**src/rtl/sram_pkg.sv**
```systemverilog
// Shared types for the SRAM arbiter: the lock FSM state and the per-requester access bundle.
package sram_pkg;
  localparam int SRAM_ARB_MAX_REQ = 8;
  localparam int SRAM_ADDR_WIDTH  = 32;
  localparam int SRAM_DATA_WIDTH  = 32;
  localparam int SRAM_STRB_WIDTH  = SRAM_DATA_WIDTH / 8;

  typedef enum logic {IDLE, LOCKED} sram_arb_state_e;

  typedef struct packed {
    logic                       we;
    logic [SRAM_ADDR_WIDTH-1:0] addr;
    logic [SRAM_DATA_WIDTH-1:0] wdata;
    logic [SRAM_STRB_WIDTH-1:0] wstrb;
  } sram_req_t;
endpackage

```
**src/rtl/sram_if.sv**
```systemverilog
// Single-port SRAM macro port; controls are active-low, read data arrives one cycle after en_i.
interface sram_if import sram_pkg::*; #(
  parameter int ADDR_WIDTH = SRAM_ADDR_WIDTH,
  parameter int DATA_WIDTH = SRAM_DATA_WIDTH
);
  localparam int STRB_WIDTH = DATA_WIDTH / 8;

  logic                  clk_i;
  logic                  en_i;
  logic                  wen_i;
  logic [STRB_WIDTH-1:0] bm_i;
  logic [ADDR_WIDTH-1:0] addr_i;
  logic [DATA_WIDTH-1:0] dat_i;
  logic [DATA_WIDTH-1:0] dat_o;

  modport master (output clk_i, en_i, wen_i, bm_i, addr_i, dat_i, input dat_o);
  modport slave  (input clk_i, en_i, wen_i, bm_i, addr_i, dat_i, output dat_o);
endinterface

```
**src/rtl/dffer.sv**
```systemverilog
// Load-enabled register with synchronous active-high reset to zero.
module dffer #(
  parameter int W = 1
) (
  input  logic         clk,
  input  logic         rst,
  input  logic         en,
  input  logic [W-1:0] d,
  output logic [W-1:0] q
);
  always_ff @(posedge clk) begin
    if (rst)     q <= '0;
    else if (en) q <= d;
  end
endmodule

```
**src/rtl/dffr.sv**
```systemverilog
// Register with synchronous active-high reset to zero.
module dffr #(
  parameter int W = 1
) (
  input  logic         clk,
  input  logic         rst,
  input  logic [W-1:0] d,
  output logic [W-1:0] q
);
  always_ff @(posedge clk) begin
    if (rst) q <= '0;
    else     q <= d;
  end
endmodule

```
**src/rtl/rr_arb.sv**
```systemverilog
// Combinational round-robin pick: first requester at or after ptr, wrapping; zero latency.
module rr_arb #(
  parameter int NUM_REQ = 2,
  parameter int PW      = $clog2(NUM_REQ)
) (
  input  logic [NUM_REQ-1:0] req,
  input  logic [PW-1:0]      ptr,
  output logic [NUM_REQ-1:0] gnt,
  output logic [PW-1:0]      idx
);
  always_comb begin
    int   k;
    logic found;
    gnt   = '0;
    idx   = '0;
    found = 1'b0;
    k     = 0;
    for (int i = 0; i < NUM_REQ; i++) begin
      k = int'(ptr) + i;
      if (k >= NUM_REQ) k = k - NUM_REQ;
      if (!found && req[k]) begin
        found  = 1'b1;
        gnt[k] = 1'b1;
        idx    = PW'(k);
      end
    end
  end
endmodule

```
**src/rtl/sram_arb.sv**
```systemverilog
// Round-robin share of one SRAM macro; grant is combinational, rvalid one cycle after a read grant.
// No backpressure on read data. Define SRAM_ARB_LOCK_EN for lock_i and burst ownership.
module sram_arb import sram_pkg::*; #(
  parameter int NUM_REQ    = 2,
  parameter int ADDR_WIDTH = SRAM_ADDR_WIDTH,
  parameter int DATA_WIDTH = SRAM_DATA_WIDTH,
  parameter int STRB_WIDTH = DATA_WIDTH / 8
) (
  input  logic                                aclk_i,
  input  logic                                areset_i,
  input  logic [NUM_REQ-1:0]                  req_i,
  input  logic [NUM_REQ-1:0]                  we_i,
  input  logic [NUM_REQ-1:0][ADDR_WIDTH-1:0]  addr_i,
  input  logic [NUM_REQ-1:0][DATA_WIDTH-1:0]  wdata_i,
  input  logic [NUM_REQ-1:0][STRB_WIDTH-1:0]  wstrb_i,
`ifdef SRAM_ARB_LOCK_EN
  input  logic [NUM_REQ-1:0]                  lock_i,
`endif
  output logic [NUM_REQ-1:0]                  gnt_o,
  output logic [NUM_REQ-1:0]                  rvalid_o,
  output logic [DATA_WIDTH-1:0]               rdata_o,
  sram_if.master                              sram
);
  localparam int PW = $clog2(NUM_REQ);

  logic [NUM_REQ-1:0] act_req, elig, gnt, rvalid_q;
  logic [PW-1:0]      win, ptr_q, ptr_d;
  logic               any_gnt;
  sram_req_t          reqs [NUM_REQ];
  sram_req_t          sel;

  always_comb begin
    for (int k = 0; k < NUM_REQ; k++) begin
      reqs[k].we    = we_i[k];
      reqs[k].addr  = SRAM_ADDR_WIDTH'(addr_i[k]);
      reqs[k].wdata = SRAM_DATA_WIDTH'(wdata_i[k]);
      reqs[k].wstrb = SRAM_STRB_WIDTH'(wstrb_i[k]);
    end
  end

  assign act_req = req_i & {NUM_REQ{~areset_i}};

`ifdef SRAM_ARB_LOCK_EN
  sram_arb_state_e    state_q, state_d;
  logic               state_bit_q;
  logic [PW-1:0]      owner_q;
  logic               owner_en;
  logic [NUM_REQ-1:0] own_mask;

  dffr  #(.W(1))  u_state (.clk(aclk_i), .rst(areset_i), .d(state_d), .q(state_bit_q));
  dffer #(.W(PW)) u_owner (.clk(aclk_i), .rst(areset_i), .en(owner_en), .d(win), .q(owner_q));

  assign state_q = sram_arb_state_e'(state_bit_q);

  always_comb begin
    own_mask          = '0;
    own_mask[owner_q] = 1'b1;
    elig              = (state_q == LOCKED) ? (act_req & own_mask) : act_req;
  end

  // A locked owner that drops its request gives up the macro; others get it next cycle.
  always_comb begin
    state_d  = state_q;
    owner_en = 1'b0;
    if (state_q == IDLE) begin
      if (any_gnt && lock_i[win]) begin
        state_d  = LOCKED;
        owner_en = 1'b1;
      end
    end else begin
      if (!req_i[owner_q] || (any_gnt && !lock_i[win])) state_d = IDLE;
    end
  end
`else
  assign elig = act_req;
`endif

  rr_arb #(.NUM_REQ(NUM_REQ), .PW(PW)) u_rr (
    .req (elig),
    .ptr (ptr_q),
    .gnt (gnt),
    .idx (win)
  );

  assign any_gnt = |gnt;
  assign gnt_o   = gnt;
  assign sel     = reqs[win];
  assign ptr_d   = (win == PW'(NUM_REQ - 1)) ? '0 : win + PW'(1);

  dffer #(.W(PW))      u_ptr    (.clk(aclk_i), .rst(areset_i), .en(any_gnt), .d(ptr_d), .q(ptr_q));
  dffr  #(.W(NUM_REQ)) u_rvalid (.clk(aclk_i), .rst(areset_i), .d(gnt & ~we_i), .q(rvalid_q));

  // A read granted just before reset must not surface while reset is held.
  assign rvalid_o = rvalid_q & {NUM_REQ{~areset_i}};
  assign rdata_o  = sram.dat_o;

  assign sram.clk_i  = aclk_i;
  assign sram.en_i   = ~any_gnt;
  assign sram.wen_i  = ~(any_gnt & sel.we);
  assign sram.bm_i   = (any_gnt && sel.we) ? STRB_WIDTH'(~sel.wstrb) : '1;
  assign sram.addr_i = any_gnt ? ADDR_WIDTH'(sel.addr) : '0;
  assign sram.dat_i  = any_gnt ? DATA_WIDTH'(sel.wdata) : '0;
endmodule

```
**src/flat_wrapper.sv**
```systemverilog
// flat-port wrapper written by rule: the top's interface ports become plain ports
module sram_arb_flat import sram_pkg::*;
#(
  parameter int NUM_REQ    = 2,
  parameter int ADDR_WIDTH = SRAM_ADDR_WIDTH,
  parameter int DATA_WIDTH = SRAM_DATA_WIDTH,
  parameter int STRB_WIDTH = DATA_WIDTH / 8
)
  (aclk_i, areset_i, req_i, we_i, addr_i, wdata_i, wstrb_i, gnt_o, rvalid_o, rdata_o, sram_clk_i, sram_en_i, sram_wen_i, sram_bm_i, sram_addr_i, sram_dat_i, sram_dat_o);
  sram_if #(.ADDR_WIDTH(ADDR_WIDTH), .DATA_WIDTH(DATA_WIDTH)) sram_i ();
  input  logic aclk_i;
  input  logic areset_i;
  input  logic [NUM_REQ-1:0] req_i;
  input  logic [NUM_REQ-1:0] we_i;
  input  logic [NUM_REQ-1:0][ADDR_WIDTH-1:0] addr_i;
  input  logic [NUM_REQ-1:0][DATA_WIDTH-1:0] wdata_i;
  input  logic [NUM_REQ-1:0][STRB_WIDTH-1:0] wstrb_i;
  output logic [NUM_REQ-1:0] gnt_o;
  output logic [NUM_REQ-1:0] rvalid_o;
  output logic [DATA_WIDTH-1:0] rdata_o;
  output wire logic [$bits(sram_i.clk_i)-1:0] sram_clk_i;
  output wire logic [$bits(sram_i.en_i)-1:0] sram_en_i;
  output wire logic [$bits(sram_i.wen_i)-1:0] sram_wen_i;
  output wire logic [$bits(sram_i.bm_i)-1:0] sram_bm_i;
  output wire logic [$bits(sram_i.addr_i)-1:0] sram_addr_i;
  output wire logic [$bits(sram_i.dat_i)-1:0] sram_dat_i;
  input wire logic [$bits(sram_i.dat_o)-1:0] sram_dat_o;
  assign sram_clk_i = sram_i.clk_i;
  assign sram_en_i = sram_i.en_i;
  assign sram_wen_i = sram_i.wen_i;
  assign sram_bm_i = sram_i.bm_i;
  assign sram_addr_i = sram_i.addr_i;
  assign sram_dat_i = sram_i.dat_i;
  assign sram_i.dat_o = sram_dat_o;
  sram_arb #(.NUM_REQ(NUM_REQ), .ADDR_WIDTH(ADDR_WIDTH), .DATA_WIDTH(DATA_WIDTH), .STRB_WIDTH(STRB_WIDTH)) u_core (.aclk_i(aclk_i), .areset_i(areset_i), .req_i(req_i), .we_i(we_i), .addr_i(addr_i), .wdata_i(wdata_i), .wstrb_i(wstrb_i), .gnt_o(gnt_o), .rvalid_o(rvalid_o), .rdata_o(rdata_o), .sram(sram_i));
endmodule
```
**config.mk**
```make
export PLATFORM = sky130hd
export DESIGN_NAME = sram_arb_flat
export DESIGN_NICKNAME = d
export VERILOG_FILES = /design/src/rtl/sram_pkg.sv /design/src/rtl/sram_if.sv /design/src/rtl/dffer.sv /design/src/rtl/dffr.sv /design/src/rtl/rr_arb.sv /design/src/rtl/sram_arb.sv /design/src/flat_wrapper.sv
export SDC_FILE = /design/constraint.sdc
export NUM_CORES = 1
export LEC_CHECK = 0
export CORE_AREA = 5 5 107 109
export DETAILED_ROUTE_END_ITERATION = 10
export DIE_AREA = 0 0 112 114
export HOLD_SLACK_MARGIN = 0.05
export SLEW_MARGIN = 30
export SYNTH_ARGS = -nofsm -noshare
export SYNTH_HDL_FRONTEND = slang
export SYNTH_SLANG_ARGS = --single-unit
```
**constraint.sdc**
```tcl
create_clock -name aclk_i -period 1.45 [get_ports aclk_i]
set_input_delay 0.145 -clock aclk_i [delete_from_list [all_inputs] [get_ports aclk_i]]
set_output_delay 0.145 -clock aclk_i [all_outputs]
set_load 0.1 [all_outputs]
```
==> results of run 1 <==
final cells by class:
| cell class | instances | area, um2 |
|---|---|---|
| clock buffer | 8 | 100 |
| fill | 799 | 3860 |
| inverter | 1 | 3.75 |
| multi-input combinational | 223 | 2420 |
| sequential | 3 | 63.8 |
| tap | 140 | 175 |
| timing repair buffer | 287 | 3880 |
metrics by stage:
| stage | cell area, um2 | std cells | utilization (%) | hold slack [ns] |
|---|---|---|---|---|
| 3_3_place_gp | 5610 | 636 | 53.4 | 0.291 |
| 2_1_floorplan | 2420 | 296 | - | 0.217 |
| 3_5_place_dp | 5610 | 636 | 53.4 | 0.291 |
| 5_1_grt | 6650 | 662 | 63.2 | 0.290 |
| 4_1_cts | 6040 | 654 | 57.4 | 0.291 |
| 6_report | 6650 | 662 | 63.2 | 0.272 |
synthesized netlist by cell type:
master | count | area (um2)
nand3_1 | 64 | 320
o211ai_1 | 4 | 30.0
and2_1 | 2 | 12.5
nor2b_1 | 4 | 25.0
nand2b_1 | 2 | 12.5
buf_4 | 35 | 263
nor3_1 | 1 | 5.00
o22ai_1 | 1 | 6.26
a21boi_0 | 4 | 30.0
o21ai_0 | 58 | 290
inv_1 | 1 | 3.75
and3_1 | 4 | 25.0
dfxtp_1 | 3 | 60.1
nand2_1 | 3 | 11.3
buf_2 | 24 | 120
buf_6 | 2 | 22.5
clkbuf_2 | 3 | 15.0
a21oi_1 | 65 | 325
o21a_1 | 1 | 7.51
nor2_1 | 1 | 3.75
o21ai_1 | 7 | 35.0
nor2b_4 | 1 | 13.8
clkbuf_1 | 6 | 22.5
state kept, by name (all words and copies together) (netlist names):
| register | flops |
|---|---|
| u_core.u_ptr.q | 1 |
| u_core.u_rvalid.q | 2 |
routing by layer:
layer,wire length (um),track usage [%],share of wire (%)
met2,6610,30.5,51
met4,308,5.21,2.4
met5,0,0,0
met3,1070,5.84,8.4
met1,4840,19.7,38
placed cells by master, fill, tap and decap left out, types with 2 or more instances in the layout:
cell,Yosys,layout
buf_6,2,8
clkbuf_16,0,9
a21boi_0,4,3
and2_4,0,2
dfxtp_1,3,2
nand2_1,3,2
o21ai_2,0,15
nand3_2,0,26
and3_1,4,2
bufbuf_16,0,3
dlygate4sd2_1,0,2
and3_4,0,2
o21ai_1,7,32
buf_12,0,84
clkdlybuf4s50_1,0,138
clkbuf_8,0,7
o211ai_1,4,4
buf_16,0,2
buf_4,35,37
nand2b_4,0,3
o21ai_0,58,17
nor2b_4,1,2
a21oi_4,0,64
nor2b_2,0,2
nand3_4,0,21
nand3_1,64,17
buf_8,0,3
report_power, final:
part	leakage (nW)	switching (mW)	total [mW]	internal (mW)
clock	0.0515	0.321	0.749	0.428
sequential	0.0253	0.00326	0.0906	0.0874
combinational	2.20	1.75	3.11	1.36
total	2.28	2.07	3.95	1.88
how the worst min path moves through the flow:
| stage | start | to | slack (ns) | cells past startpoint |
|---|---|---|---|---|
| finish | req_i[0] | u_core.u_ptr.q$_SDFFE_PP0P_ | 0.27 | 3 |
| global route | sram_dat_o[3] | rdata_o[3] | 0.29 | 0 |
| CTS | sram_dat_o[21] | rdata_o[21] | 0.29 | 0 |
| detailed placement | sram_dat_o[21] | rdata_o[21] | 0.29 | 0 |
| global placement | sram_dat_o[21] | rdata_o[21] | 0.29 | 0 |
| floorplan | we_i[0] | u_core.u_rvalid.q[0]$_SDFF_PP0_ | 0.22 | 1 |
critical path, cell delays in order, from the launching register on:
cell       delay, ns
dfxtp_4         0.34
nor2b_4         0.18
buf_12          0.14
clkbuf_16       0.16
o21ai_0         0.18
a21oi_4         0.23
buf_12          0.19
logic make-up (layout without fill, tap and decap cells):
kind of cell	after synthesis	after routing	synth area share [%]
AND/OR/NAND/NOR	82	83	25.8
AO/OA/AOI/OAI	140	140	43.6
buffers and inverters	71	296	26.9
flip-flops	3	3	3.62
what timing repair did:
item	in CTS	in global routing
endpoints found under the setup margin	73	72
setup buffers	7	6
gates cloned	4	7
pin swaps	6	39
hold buffers	0	0
gates resized for setup	45	90
endpoints found under the hold margin	0	0
==> flow_metrics.env, run 1 <==
export IMPL_path_max_fanout=15
export IMPL_wl_per_cell_um=19.4
export IMPL_grt_pass1_wl_um=18000
export IMPL_critPathKind="reg -> out"
export IMPL_period_needed_ns=1.90
export IMPL_slew_headroom_pct=71.8
export IMPL_dieArea_um2=12800
export IMPL_grt_overflow_total=0
export IMPL_clock_latency_ns=0.32
export IMPL_hpwl_um=8830
export IMPL_core_area_um2=10500
export IMPL_worst_pin_slew_ns=0.418
export IMPL_outcome="finished with violations"
export IMPL_p_leak_nw=2.28
export IMPL_antenna_left=0
export IMPL_crit_path_end_kind="output pin"
export IMPL_syn_to_final_growth_pct=300
export IMPL_tns_ns=-23.18
export IMPL_numPortBuffers=216
export IMPL_arrival_ns=1.75
export IMPL_grtUsageTotal_pct=17.2
export IMPL_ys_warnings_count=0
export IMPL_total_power_mw=3.95
export IMPL_syn_area_um2=1660
export IMPL_n_antenna_cell=0
export IMPL_cts_tree="done"
export IMPL_antenna_found_initial=0
export IMPL_layout_nets=697
export IMPL_drc=0
export IMPL_drt_iter0_drc=103
export IMPL_post_place_ws_ns=-0.540
export IMPL_synth_cell_type_count=23
export IMPL_r2r_end="u_core.u_rvalid.q[0]$_SDFF_PP0_"
export IMPL_path_clk_slew_ns=0.03
export IMPL_finalClockSkew_ns=0.000257
export IMPL_drt_wl_total_um=12800
export IMPL_ir_drop_mv=0.538
export IMPL_drv_slew=0
export IMPL_hold_class="in -> reg"
export IMPL_grt_max_degree=31
export IMPL_min_period_over_period_pct=131
export IMPL_fmax_mhz=527
export IMPL_worstReg2RegStart="u_core.u_ptr.q$_SDFFE_PP0P_"
export IMPL_die_width_um=112
export IMPL_ios=281
export IMPL_syn_area_per_cell_um2=5.61
export IMPL_synth_seq_cells=3
export IMPL_dr_pass1_iters=4
export IMPL_r2r_cells=5
export IMPL_place_congestion=0.847
export IMPL_seq_area_frac_synth_pct=3.62
export IMPL_start_util_pct=15.8
export IMPL_crit_path_start="u_core.u_ptr.q$_SDFFE_PP0P_"
export IMPL_num_rows=38
export IMPL_die_height_um=114
export IMPL_vias=3235
export IMPL_drive_gt1_share_pct=56.7
export IMPL_start_kind="flop"
export IMPL_setup_viol=71
export IMPL_r2r_slack_ns=0.35
export IMPL_syn_inst=296
export IMPL_synth_fp_nets=470
export IMPL_hold_viol=0
export IMPL_grt_pass1_vias=3461
export IMPL_required_ns=1.31
export IMPL_violations="negative setup slack"
export IMPL_viasPerCell=4.89
export IMPL_crit_path_end="sram_addr_i[25]"
export IMPL_finalWorstSetupSlack_ns=-0.447
export IMPL_rsz0062_at_grt="true"
export IMPL_cap_violations=0
export IMPL_power_density_nw_per_um2=594
Note: power is estimated with default switching activity, not from simulation.
==> run 2, diff against run 1 <==
--- a/config.mk
+++ b/config.mk
@@ -5,11 +5,13 @@
 export SDC_FILE = /design/constraint.sdc
 export NUM_CORES = 1
 export LEC_CHECK = 0
-export CORE_AREA = 5 5 107 109
+export CORE_AREA = 5 5 105 107
 export DETAILED_ROUTE_END_ITERATION = 10
-export DIE_AREA = 0 0 112 114
+export DIE_AREA = 0 0 110 112
+export DONT_BUFFER_PORTS = 1
 export HOLD_SLACK_MARGIN = 0.05
-export SLEW_MARGIN = 30
+export SKIP_CTS_REPAIR_TIMING = 1
+export SLEW_MARGIN = 20
 export SYNTH_ARGS = -nofsm -noshare
 export SYNTH_HDL_FRONTEND = slang
 export SYNTH_SLANG_ARGS = --single-unit
==> run 2 against run 1 <==
- the flow still finishes with violations (negative setup slack)
- via count decreased by 20%
- sequential share of layout area increased by 0.49 points
- global-route usage decreased by 4.0 points
- maximum frequency grew 11%
- clock skew increased by 0.0045 ns
- power fell by 30%
- clock-buffer cell count shrank 4
- utilization decreased by 20 points
- die area down 3.5%
- non-clock buffer count is 183 lower
- wire length is 17% lower
- sequential power rose by 1%
- critical endpoint is now sram_dat_i[23]
==> flow_metrics.env, run 2 (same netlist as run 1, synthesis figures left out) <==
export IMPL_ios=281
export IMPL_hpwl_um=7160
export IMPL_viasPerCell=5.45
export IMPL_root_buffer="clkbuf_8"
export IMPL_arrival_ns=1.56
export IMPL_critPathKind="reg -> out"
export IMPL_hold_viol=0
export IMPL_hold_ws_ns=0.0826
export IMPL_drive_gt1_share_pct=65.5
export IMPL_num_fill_cells=933
export IMPL_crit_chain="nor2b_4, buf_6, clkbuf_16, o21ai_1, a21oi_4, buf_12"
export IMPL_clk_path_buf_depth=2
export IMPL_rsz0062_at_grt="true"
export IMPL_regMostFlops="u_core.u_rvalid.q"
export IMPL_drv_slew=0
export IMPL_drc=0
export IMPL_num_rows=37
export IMPL_path_clk_slew_ns=0.03
export IMPL_die_width_um=110
export IMPL_cap_violations=0
export IMPL_slew_headroom_pct=67.3
export IMPL_grt_overflow_total=0
export IMPL_largestRegisters="u_core.u_rvalid.q (2), u_core.u_ptr.q (1)"
export IMPL_crit_path_end_kind="output pin"
export IMPL_numPortBuffers=0
export IMPL_ir_drop_mv=0.320
export IMPL_setup_viol=69
export IMPL_start_util_pct=16.5
export IMPL_period_needed_ns=1.70
export IMPL_vias=2578
export IMPL_drt_wl_total_um=10600
export IMPL_worst_pin_slew_ns=0.490
export IMPL_place_congestion=0.796
export IMPL_seqCellArea_um2=63.8
export IMPL_final_common_cell="buf_12"
export IMPL_cpMaxStageDelayCell="dfxtp_4"
export IMPL_outcome="finished with violations"
export IMPL_numCtsBuffers=3
export IMPL_p_leak_nw=1.34
export IMPL_fmax_mhz=587
export IMPL_path_max_fanout=13
export IMPL_clock_latency_ns=0.23
export IMPL_cts_tree="done"
export IMPL_grt_pass1_wl_um=13400
export IMPL_power_density_nw_per_um2=632
export IMPL_drt_iter0_drc=130
export IMPL_antenna_left=0
export IMPL_mostFrequentLayoutCells="buf_12, a21oi_4, nand3_1, o21ai_1, o21ai_2"
export IMPL_dieArea_um2=12300
export IMPL_post_place_ws_ns=-0.0477
export IMPL_finalWorstSetupSlack_ns=-0.255
export IMPL_antenna_found_initial=0
export IMPL_cts_sinks=3
export IMPL_finalClockSkew_ns=0.00472
export IMPL_required_ns=1.31
export IMPL_wl_per_cell_um=22.4
export IMPL_largest_reg_flops=2
export IMPL_min_period_over_period_pct=118
export IMPL_die_height_um=112
export IMPL_hold_class="in -> reg"
export IMPL_grt_pass1_vias=2631
export IMPL_start_kind="flop"
export IMPL_dr_pass1_iters=4
export IMPL_syn_to_final_growth_pct=164
export IMPL_core_area_um2=10000
export IMPL_cts_max_level=1
export IMPL_slowest_delay_ns=0.35
export IMPL_grtUsageTotal_pct=13.2
export IMPL_multi_input_area_um2=2180
export IMPL_grt_max_degree=41
export IMPL_violations="negative setup slack"
export IMPL_layout_nets=511
-- run 2: path summary, 6_finish.rpt --
| path | endpoint | depth (start not counted) | slack [ns] | from |
|---|---|---|---|---|
| worst max register to register | u_core.u_rvalid.q[0]$_SDFF_PP0_ | 5 | 0.23 | u_core.u_ptr.q$_SDFFE_PP0P_ |
| worst min-delay path | u_core.u_ptr.q$_SDFFE_PP0P_ | 2 | 0.08 | areset_i |
| worst max-delay path | sram_dat_i[23] | 6 | -0.25 | u_core.u_ptr.q$_SDFFE_PP0P_ |
| worst min register to register | u_core.u_ptr.q$_SDFFE_PP0P_ | 2 | 0.62 | u_core.u_ptr.q$_SDFFE_PP0P_ |
-- run 2: per-stage QoR --
step / TNS, ns / total power [mW] / instances / cell area [um2] / util, %
final: -14.46 / 2.77 / 473 / 4390 / 43.7
after global routing: -17.86 / 2.85 / 472 / 4380 / 43.6
after CTS: -15.17 / 2.58 / 457 / 3880 / 38.7
after detailed placement: -0.239 / 2.32 / 453 / 3840 / 38.2
after global placement: 0 / 2.28 / 453 / 3840 / 38.2
after floorplan: -14.64 / 2.29 / 296 / 2420 / -
-- run 2: final cells by class --
class,instances,share of cell area [%]
inverter,1,0.0856
sequential,3,1.45
tap,136,3.88
clock buffer,4,1.03
antenna,1,0.0570
timing repair buffer,104,43.8
multi-input combinational,224,49.7
-- run 2: where the power goes --
group	switching (mW)	total, mW	internal, mW
Combinational	1.58	2.42	0.839
Sequential	0.00449	0.0918	0.0873
Clock	0.0685	0.257	0.189
-- run 2: routing by layer --
layer | vias up | part of all wire, % | wire [um] | global-route usage [%]
li1 | 1126 | - | - | -
met2 | 177 | 55 | 5870 | 26.2
met4 | 0 | 1.1 | 120 | 2.83
met5 | - | 0 | 0 | 0
met1 | 1256 | 34 | 3620 | 12.7
met3 | 19 | 9.4 | 1000 | 4.70
-- run 2: critical path, delay by kind of cell (launching register included) --
family	cells	cell delay, ns
buffers and inverters	3	0.51
flip-flops	1	0.35
AO/OA/AOI/OAI	2	0.31
AND/OR/NAND/NOR	1	0.16
==> run 3, diff against run 2 <==
--- a/config.mk
+++ b/config.mk
@@ -11,6 +11,7 @@
 export DONT_BUFFER_PORTS = 1
 export HOLD_SLACK_MARGIN = 0.05
 export SKIP_CTS_REPAIR_TIMING = 1
+export SKIP_LAST_GASP = 1
 export SLEW_MARGIN = 20
 export SYNTH_ARGS = -nofsm -noshare
 export SYNTH_HDL_FRONTEND = slang
==> run 3 against run 2 <==
- the run still ends with negative setup slack left
- power down 0.74%
- die area unchanged
- wire length shrank 1.5%
- flip-flop and latch count stayed put
- sequential share of layout area about the same
- critical path type unchanged
- critical endpoint is now sram_dat_i[27]
- largest power group unchanged
- highest routed layer unchanged
==> flow_metrics.env, run 3 (same netlist as run 1, synthesis figures left out) <==
export IMPL_vias=2549
export IMPL_drt_iter0_drc=136
export IMPL_place_congestion=0.796
export IMPL_layout_nets=511
export IMPL_comb_power_share_pct=87.4
export IMPL_wl_per_cell_um=22.1
export IMPL_worstReg2RegStart="u_core.u_ptr.q$_SDFFE_PP0P_"
export IMPL_ios=281
export IMPL_syn_to_final_growth_pct=161
export IMPL_drv_slew=0
export IMPL_grt_max_degree=41
export IMPL_start_kind="flop"
export IMPL_rsz0062_at_grt="true"
export IMPL_largestRegisters="u_core.u_rvalid.q (2), u_core.u_ptr.q (1)"
export IMPL_regMostFlops="u_core.u_rvalid.q"
export IMPL_drt_wl_total_um=10400
export IMPL_p_leak_nw=1.33
export IMPL_dr_pass1_iters=4
export IMPL_ir_drop_mv=0.319
export IMPL_violations="negative setup slack"
export IMPL_tns_ns=-14.32
export IMPL_final_common_cell="buf_12"
export IMPL_slowest_delay_ns=0.35
export IMPL_slew_headroom_pct=67.4
export IMPL_numCtsBuffers=3
export IMPL_min_delay_start="areset_i"
export IMPL_num_rows=37
export IMPL_p_seq_share_pct=3.3
export IMPL_arrival_ns=1.55
export IMPL_drc=0
export IMPL_hold_class="in -> reg"
export IMPL_crit_path_end_kind="output pin"
export IMPL_swShare_pct=59.7
export IMPL_final_core_util_pct=43.2
export IMPL_required_ns=1.31
export IMPL_hpwl_um=7160
export IMPL_cpMaxStageDelayCell="dfxtp_4"
export IMPL_period_needed_ns=1.70
export IMPL_grtUsageTotal_pct=13.2
export IMPL_outcome="finished with violations"
export IMPL_clock_latency_ns=0.22
export IMPL_worst_pin_slew_ns=0.489
export IMPL_fmax_mhz=589
export IMPL_antenna_left=0
export IMPL_grt_overflow_total=0
export IMPL_crit_buf_inv=3
export IMPL_path_clk_slew_ns=0.03
export IMPL_die_width_um=110
export IMPL_p_sw_mw=1.64
export IMPL_hold_viol=0
export IMPL_antenna_found_initial=0
export IMPL_drive_gt1_share_pct=61.6
export IMPL_core_area_um2=10000
export IMPL_grt_pass1_wl_um=13400
export IMPL_numPortBuffers=0
export IMPL_setup_viol=69
export IMPL_post_place_ws_ns=-0.0477
export IMPL_clk_path_buf_depth=2
export IMPL_crit_path_start="u_core.u_ptr.q$_SDFFE_PP0P_"
export IMPL_finalClockSkew_ns=0.00555
export IMPL_root_buffer="clkbuf_8"
export IMPL_largest_reg_flops=2
export IMPL_crit_family="buffers and inverters"
export IMPL_finalWorstSetupSlack_ns=-0.248
export IMPL_clkPwrFrac_pct=9.3
export IMPL_mostFrequentLayoutCells="buf_12, a21oi_4, o21ai_1"
export IMPL_grt_pass1_vias=2631
export IMPL_cap_violations=0
export IMPL_path_max_fanout=13
export IMPL_crit_chain="nor2b_4, buf_6, clkbuf_16, o21ai_1, a21oi_4, buf_12"
export IMPL_cts_sinks=3
export IMPL_p_int_mw=1.11
export IMPL_start_util_pct=16.5
export IMPL_cts_max_level=1
export IMPL_critPathKind="reg -> out"
export IMPL_die_height_um=112
export IMPL_dieArea_um2=12300
export IMPL_power_density_nw_per_um2=634
export IMPL_viasPerCell=5.39
export IMPL_min_period_over_period_pct=117
export IMPL_cts_tree="done"
[run 3: cell counts in the layout (fill, tap and decap cells not counted)]
Identical to the previous run, type by type.
[run 3: power by group through the flow]
stage,logic [mW],clock network (mW),registers (mW)
2_1_floorplan,1.94,0.260,0.0923
3_3_place_gp,2.19,0,0.0922
3_5_place_dp,2.22,0,0.0926
4_1_cts,2.23,0.259,0.0913
5_1_grt,2.48,0.263,0.0923
6_report,2.40,0.255,0.0918
[run 3: worst paths after layout]
kind                                           to  slack, ns  cells past startpoint
hold / removal        u_core.u_ptr.q$_SDFFE_PP0P_       0.08                      2
setup / recovery                   sram_dat_i[27]      -0.25                      6
setup reg to reg  u_core.u_rvalid.q[0]$_SDFF_PP0_       0.23                      5
hold reg to reg       u_core.u_ptr.q$_SDFFE_PP0P_       0.62                      2
[run 3: area by class of cell]
type / count / area, um2
Fill cell: 933 / 5710
Multi-Input combinational cell: 224 / 2130
Timing Repair Buffer: 104 / 1920
Tap cell: 136 / 170
Sequential cell: 3 / 63.8
Clock buffer: 4 / 45.0
Inverter: 1 / 3.75
Antenna cell: 1 / 2.50
[run 3: stage by stage]
stage	power [mW]	cell area, um2	hold slack, ns	cells
2_1_floorplan	2.29	2420	0.217	296
3_3_place_gp	2.28	3840	0.145	453
3_5_place_dp	2.32	3840	0.145	453
4_1_cts	2.58	3880	-0.00704	457
5_1_grt	2.84	4330	0.0980	472
6_report	2.75	4340	0.0850	473
[run 3: worst reg2reg max path: cells and delay by family, from the launching register on]
family | cells | cell delay, ns
AND/OR/NAND/NOR | 2 | 0.35
AO/OA/AOI/OAI | 1 | 0.15
buffers and inverters | 2 | 0.30
flip-flops | 1 | 0.35
[run 3: per-layer routing]
layer / vias to the layer above / global-route usage [%] / routed length, um
met5: - / 0 / 0
met4: 0 / 2.83 / 100
met3: 17 / 4.70 / 1030
met2: 167 / 26.2 / 5780
met1: 1240 / 12.7 / 3540
li1: 1125 / - / -
